<file path="src/rtl/rbus_demux1to2.sv">
// Store-and-forward 1-to-2 rbus packet router with a 32-word FIFO and space reservation.
// Optional protocol checking is enabled by defining RBUS_DEMUX1TO2_PROTO_CHECK_EN.
module rbus_demux1to2 #(
  parameter int unsigned SEL_BIT = 38
) (
  input  logic        clk,
  input  logic        rst,
  input  logic        i_stb,
  input  logic        i_sof,
  input  logic [71:0] i_data,
  output logic [1:0]  i_rdy,
  output logic        oa_stb,
  output logic        oa_sof,
  output logic [71:0] oa_data,
  input  logic [1:0]  oa_rdy,
  output logic        ob_stb,
  output logic        ob_sof,
  output logic [71:0] ob_data,
  input  logic [1:0]  ob_rdy,
  output logic        ff_err
);
  localparam int unsigned DEPTH   = 32;
  localparam int unsigned AW      = 5;
  localparam int unsigned LEN_BIT = 39;
  localparam logic [3:0]  LONG_LEN  = 4'd9;
  localparam logic [3:0]  SHORT_LEN = 4'd2;

  typedef enum logic [1:0] {ST_IDLE, ST_DECIDE, ST_WAIT, ST_SEND} state_t;

  logic [71:0]   mem [DEPTH];
  logic [AW-1:0] wr_ptr, wr_ptr_n, wr_addr, rd_ptr;
  logic [3:0]    wr_cnt, wr_cnt_n, rd_left;
  logic [5:0]    occ, occ_wr;
  logic [4:0]    pkt_cnt;
  logic [6:0]    fill;
  logic          wr_en, pkt_inc, pkt_dec, err_set, drop;
  state_t        state;
  logic          first, sel_dest, sel_long;
  logic [71:0]   head;
  logic          head_dest, head_long, head_ok, wait_ok;
  logic [1:0]    head_rdy, wait_rdy;
  logic          pop, pop_dest, pop_sof;
`ifdef RBUS_DEMUX1TO2_PROTO_CHECK_EN
  logic [3:0]    pkt_words, pkt_words_n;
  logic          viol;
`endif

  // Write side: header reservation, word counting, truncation rewind and overflow
  always_comb begin
    wr_en    = 1'b0;
    wr_addr  = wr_ptr;
    wr_ptr_n = wr_ptr;
    wr_cnt_n = wr_cnt;
    occ_wr   = occ;
    pkt_inc  = 1'b0;
    err_set  = 1'b0;
`ifdef RBUS_DEMUX1TO2_PROTO_CHECK_EN
    pkt_words_n = pkt_words;
    drop = i_stb & ~i_sof & (wr_cnt == 4'd0);
    viol = i_stb & i_sof & (wr_cnt != 4'd0);
`else
    drop = 1'b0;
`endif
    if (i_stb && !drop) begin
      if (occ == 6'(DEPTH)) begin
        err_set = 1'b1;
      end else begin
        wr_en = 1'b1;
        if (i_sof) begin
`ifdef RBUS_DEMUX1TO2_PROTO_CHECK_EN
          // Discard any partial packet so the FIFO only ever holds whole packets
          wr_addr     = wr_ptr - AW'(pkt_words);
          occ_wr      = occ - 6'(pkt_words);
          pkt_words_n = 4'd1;
`endif
          wr_ptr_n = wr_addr + 5'd1;
          wr_cnt_n = (i_data[LEN_BIT] ? LONG_LEN : SHORT_LEN) - 4'd1;
          occ_wr   = occ_wr + 6'd1;
        end else begin
          wr_ptr_n = wr_ptr + 5'd1;
          occ_wr   = occ + 6'd1;
          if (wr_cnt != 4'd0) begin
            wr_cnt_n = wr_cnt - 4'd1;
            pkt_inc  = (wr_cnt == 4'd1);
`ifdef RBUS_DEMUX1TO2_PROTO_CHECK_EN
            pkt_words_n = (wr_cnt == 4'd1) ? 4'd0 : pkt_words + 4'd1;
`endif
          end
        end
      end
    end
`ifdef RBUS_DEMUX1TO2_PROTO_CHECK_EN
    if (drop || viol) err_set = 1'b1;
`endif
  end

  // Remaining word count of the in-flight packet is exactly its reservation
  assign fill = 7'(occ) + 7'(wr_cnt);

  always_ff @(posedge clk) begin
    if (wr_en) mem[wr_addr] <= i_data;
  end

  always_ff @(posedge clk or posedge rst) begin
    if (rst) begin
      wr_ptr  <= '0;
      wr_cnt  <= '0;
      occ     <= '0;
      pkt_cnt <= '0;
      i_rdy   <= 2'b00;
      ff_err  <= 1'b0;
`ifdef RBUS_DEMUX1TO2_PROTO_CHECK_EN
      pkt_words <= '0;
`endif
    end else begin
      wr_ptr  <= wr_ptr_n;
      wr_cnt  <= wr_cnt_n;
      occ     <= occ_wr - 6'(pop);
      pkt_cnt <= pkt_cnt + 5'(pkt_inc) - 5'(pkt_dec);
      i_rdy   <= {fill <= 7'd14, fill <= 7'd21};
      ff_err  <= ff_err | err_set;
`ifdef RBUS_DEMUX1TO2_PROTO_CHECK_EN
      pkt_words <= pkt_words_n;
`endif
    end
  end

  // Head-of-FIFO decode and pop control shared by occupancy and the read FSM
  always_comb begin
    head      = mem[rd_ptr];
    head_dest = head[SEL_BIT];
    head_long = head[LEN_BIT];
    head_rdy  = head_dest ? ob_rdy : oa_rdy;
    head_ok   = head_long ? head_rdy[1] : head_rdy[0];
    wait_rdy  = sel_dest ? ob_rdy : oa_rdy;
    wait_ok   = sel_long ? wait_rdy[1] : wait_rdy[0];
    pkt_dec   = (state == ST_DECIDE);
    pop       = ((state == ST_DECIDE) && head_ok) || (state == ST_SEND);
    pop_dest  = (state == ST_DECIDE) ? head_dest : sel_dest;
    pop_sof   = (state == ST_DECIDE) || first;
  end

  always_ff @(posedge clk or posedge rst) begin
    if (rst) begin
      state    <= ST_IDLE;
      rd_ptr   <= '0;
      rd_left  <= '0;
      first    <= 1'b0;
      sel_dest <= 1'b0;
      sel_long <= 1'b0;
      oa_stb   <= 1'b0;
      oa_sof   <= 1'b0;
      oa_data  <= '0;
      ob_stb   <= 1'b0;
      ob_sof   <= 1'b0;
      ob_data  <= '0;
    end else begin
      oa_stb <= 1'b0;
      oa_sof <= 1'b0;
      ob_stb <= 1'b0;
      ob_sof <= 1'b0;
      if (pop) begin
        rd_ptr <= rd_ptr + 5'd1;
        if (pop_dest) begin
          ob_stb  <= 1'b1;
          ob_sof  <= pop_sof;
          ob_data <= head;
        end else begin
          oa_stb  <= 1'b1;
          oa_sof  <= pop_sof;
          oa_data <= head;
        end
      end
      case (state)
        ST_IDLE: if (pkt_cnt != 5'd0) state <= ST_DECIDE;
        ST_DECIDE: begin
          sel_dest <= head_dest;
          sel_long <= head_long;
          // Ready target: header leaves now; otherwise hold the whole packet in WAIT
          if (head_ok) begin
            rd_left <= (head_long ? LONG_LEN : SHORT_LEN) - 4'd1;
            first   <= 1'b0;
            state   <= ST_SEND;
          end else begin
            rd_left <= head_long ? LONG_LEN : SHORT_LEN;
            first   <= 1'b1;
            state   <= ST_WAIT;
          end
        end
        ST_WAIT: if (wait_ok) state <= ST_SEND;
        ST_SEND: begin
          first   <= 1'b0;
          rd_left <= rd_left - 4'd1;
          if (rd_left == 4'd1) state <= (pkt_cnt != 5'd0) ? ST_DECIDE : ST_IDLE;
        end
        default: state <= ST_IDLE;
      endcase
    end
  end
endmodule

</file>
<file path="config.mk">
export PLATFORM = sky130hd
export DESIGN_NAME = rbus_demux1to2
export DESIGN_NICKNAME = d
export VERILOG_FILES = /design/src/rtl/rbus_demux1to2.sv
export SDC_FILE = /design/constraint.sdc
export NUM_CORES = 2
export LEC_CHECK = 0
export CORE_UTILIZATION = 61
export DETAILED_ROUTE_END_ITERATION = 7
export PLACE_DENSITY = 0.76
export SYNTH_ARGS = -nofsm -noshare
export SYNTH_HDL_FRONTEND = slang
export SYNTH_SLANG_ARGS = --single-unit
export TNS_END_PERCENT = 1
</file>
<file path="constraint.sdc">
create_clock -name clk -period 7.2 [get_ports clk]
set_clock_uncertainty 0.15 [all_clocks]
set_input_delay 1.44 -clock clk [delete_from_list [all_inputs] [get_ports clk]]
set_output_delay 1.44 -clock clk [all_outputs]
set_load 0.01 [all_outputs]
</file>
==> flow_summary.yaml <==
finish:
  drive_above_1_share: 0.288
  layout.area.seq_sq_um: 73800
  final_cells: 6633
  fin_area_sq_um: 108000
  syn_to_final_growth_pct: 13.2
  num-fill-cells: 8748
  final_util: 0.697
  nets: 4495
  multi_input_area_sq_um: 20500
power_and_ir_drop:
  p_total_mw: 43.5
  power_per_cell_area_nw_per_um2: 405
  power_leakage_nw: 34.6
  ir_drop_v: 0.000420
global_route:
  grt_pass1_vias: 46207
  grt_pass1_wl_mm: 327
  antenna_found_initial: 6
  grt-ovfl-total: 0
  grt_max_degree: 138
  grt_usage: 0.296
floorplan:
  die_y_um: 397
  rows: 144
  initial_core_util: 0.616
  die-area_sq_um: 157000
  die_w_um: 397
  ioPinCount: 231
  core_sq_um: 154000
synth:
  avgSynthCellArea_sq_um: 23.6
  async_flop_share: 0.0743
  yosysUniqueCellTypes: 61
  synth_seq_cells: 2489
  syn_nets: 4142
  syn_area_sq_um: 95100
  synth_edf_count: 2304
  synth_seq_area_share: 0.777
  yosysWarnings: 0
  synthFlopType: "edfxtp_1"
  synth_top_area_frac: 0.728
  synth_top_area_cell: "edfxtp_1"
  synth_cells: 4032
  synth_area_leaders: "edfxtp_1 (73%), mux4_2 (17%), dfrtp_1 (4.9%)"
routing:
  route.detailed.drc: 15
  vias_per_cell: 6.78
  firstDrtPassIters: 8
  final_antenna_net_count: 0
  wl_per_cell_um: 34.3
  num_vias: 44949
  routed_wirelength_mm: 228
  drtIter0Drc: 5765
sta:
  report.final.slew_viol_count: 0
  max_freq_mhz: 195
  relSlewSlack: 0.0559
  hold_viol: 0
  finalSetupViolations: 0
  tns_ns: 0
  period_needed_ns: 5.13
  rsz0062_at_grt: "false"
  final.period_utilization: 0.713
  worst_slew_pin_slew_ns: 1.41
worst_setup_path:
  crit_type: "flip-flop to flip-flop"
  critPathMaxFanout: 59
  reg2reg_depth: 9
  end_kind: "flip-flop"
  critPathLaunch: "rd_ptr[1]$_DFFE_PP0P_"
  r2r_start: "rd_ptr[1]$_DFFE_PP0P_"
  arrival_ns: 5.72
  cp-start-kind: "flip-flop"
  ff2ff_setup_slack_ns: 2.07
  r2r_end: "oa_data[20]$_DFFE_PP0P_"
  required_ns: 7.79
placed_design:
  gp_congestion: 0.782
  hpwl_mm: 114
  place_area_sq_um: 100000
  portBuffers: 230
  dp_cells: 6198
status:
  violations: "DRC"
  outcome: "finished, violations left"
run:
  cap_violations: 0
min_path:
  min_path_cells: 1
  min_from: "ff_err$_DFF_PP0_"
  hp-class: "flip-flop to flip-flop"
  whs_endpoint: "ff_err$_DFF_PP0_"
clock_network:
  clock_path_buffers: 3
  htreeDepth: 4
  clk_pin_slew_ns: 0.06
  holdBufCountCts: 0
  postCtsResizedCells: 0
  clk_latency_ns: 0.85
  cts_root_buffer: "clkbuf_16"
  cts_tree: "built"
  cts.sinks: 2489
  post-cts-setup-buffers: 0
  cts_buffers: 229
logic make-up (layout without fill, tap and decap cells):
family | count (synthesis) | after routing | share of synthesized area
XOR/XNOR | 22 | 22 | 0.00203
flip-flops | 2489 | 2489 | 0.777
multiplexers | 891 | 891 | 0.189
buffers and inverters | 235 | 791 | 0.0100
AO/OA/AOI/OAI | 67 | 67 | 0.00503
AND/OR/NAND/NOR | 298 | 298 | 0.0131
other | 0 | 1 | 0
adder cells (fa/ha/maj) | 30 | 30 | 0.00411
stage by stage:
| stage | hold slack [ns] | setup WS [ns] |
|---|---|---|
| after global placement | 0.296 | 2.14 |
| after detailed placement | 0.310 | 2.16 |
| after global routing | 0.355 | 1.94 |
| after CTS | 0.321 | 2.18 |
| after floorplan | 0.307 | 0.581 |
| final | 0.315 | 2.07 |
power by group:
| group | switching, mW | leakage [nW] | internal (mW) |
|---|---|---|---|
| Sequential | 0.816 | 22.9 | 17.2 |
| Combinational | 7.10 | 8.09 | 6.65 |
| Clock | 5.23 | 3.52 | 6.52 |
Yosys cell counts (8+ instances only):
| master | n |
|---|---|
| edfxtp_1 | 2304 |
| clkbuf_1 | 116 |
| a21oi_1 | 14 |
| mux4_2 | 708 |
| dfrtp_1 | 185 |
| nand3_1 | 10 |
| mux2_2 | 161 |
| buf_4 | 12 |
| nor2_1 | 54 |
| o21ai_0 | 10 |
| inv_1 | 30 |
| xnor2_1 | 14 |
| xor2_1 | 8 |
| ha_1 | 28 |
| nand2_1 | 195 |
| buf_2 | 14 |
| mux2i_1 | 21 |
| buf_1 | 61 |
layout by cell type, fill, tap and decap left out, types with 7 or more instances in the layout:
cell type,n
mux2_2,161
dfrtp_1,180
edfxtp_1,2304
bufinv_16,13
inv_6,7
mux4_2,708
clkinv_2,27
clkbuf_8,13
buf_12,22
buf_4,74
ha_1,28
nand2_1,195
clkdlybuf4s50_1,230
xnor2_1,14
clkbuf_16,230
clkinv_1,50
mux2i_1,21
clkbuf_1,73
nor2_1,22
a21oi_1,14
o21ai_0,10
nand3_1,10
nor2_4,32
xor2_1,8
inv_1,29
flip-flops by register name (all words and copies together), names as in the netlist, 4 cells and up:
signal	count
ob_data	72
rd_left	4
pkt_cnt	5
wr_addr	5
occ	6
mem	2304
wr_cnt	4
rd_ptr	5
oa_data	72
critical path, stage by stage, from the launching register on:
cell	delay (ns)
dfrtp_4	0.57
buf_4	0.75
or3b_2	0.51
o221ai_1	0.24
a211oi_1	0.11
nor3_1	0.51
mux2i_1	0.32
a32oi_4	0.86
buf_4	0.52
mux2_2	0.40
how the worst max path moves through the flow:
stage / end / slack, ns / depth (start not counted)
2_1_floorplan: ff_err$_DFF_PP0_ / 0.58 / 1
3_5_place_dp: mem[7][60]$_DFFE_PP_ / 2.16 / 6
6_report: oa_data[20]$_DFFE_PP0P_ / 2.07 / 9
5_1_grt: oa_data[20]$_DFFE_PP0P_ / 1.94 / 9
3_3_place_gp: mem[7][61]$_DFFE_PP_ / 2.14 / 6
4_1_cts: oa_data[20]$_DFFE_PP0P_ / 2.18 / 9
per-layer routing:
metal  GRT usage  routed length (um)  vias to the layer above
li1            -                   -                    17741
met5           0                  53                        -
met1       0.411               82700                    23746
met3      0.0719               25800                      414
met4      0.0933                6870                        8
met2       0.471              112000                     3040
area by class of cell:
class	count	area share
Inverter	31	0.00120
Clock buffer	320	0.0580
Tap cell	2044	0.0238
Clock inverter	114	0.00942
Sequential cell	2489	0.686
Antenna cell	1	0.0000233
Timing Repair Buffer	326	0.0306
Multi-Input combinational cell	1308	0.191
No activity file was read; power rests on OpenSTA's default activity.
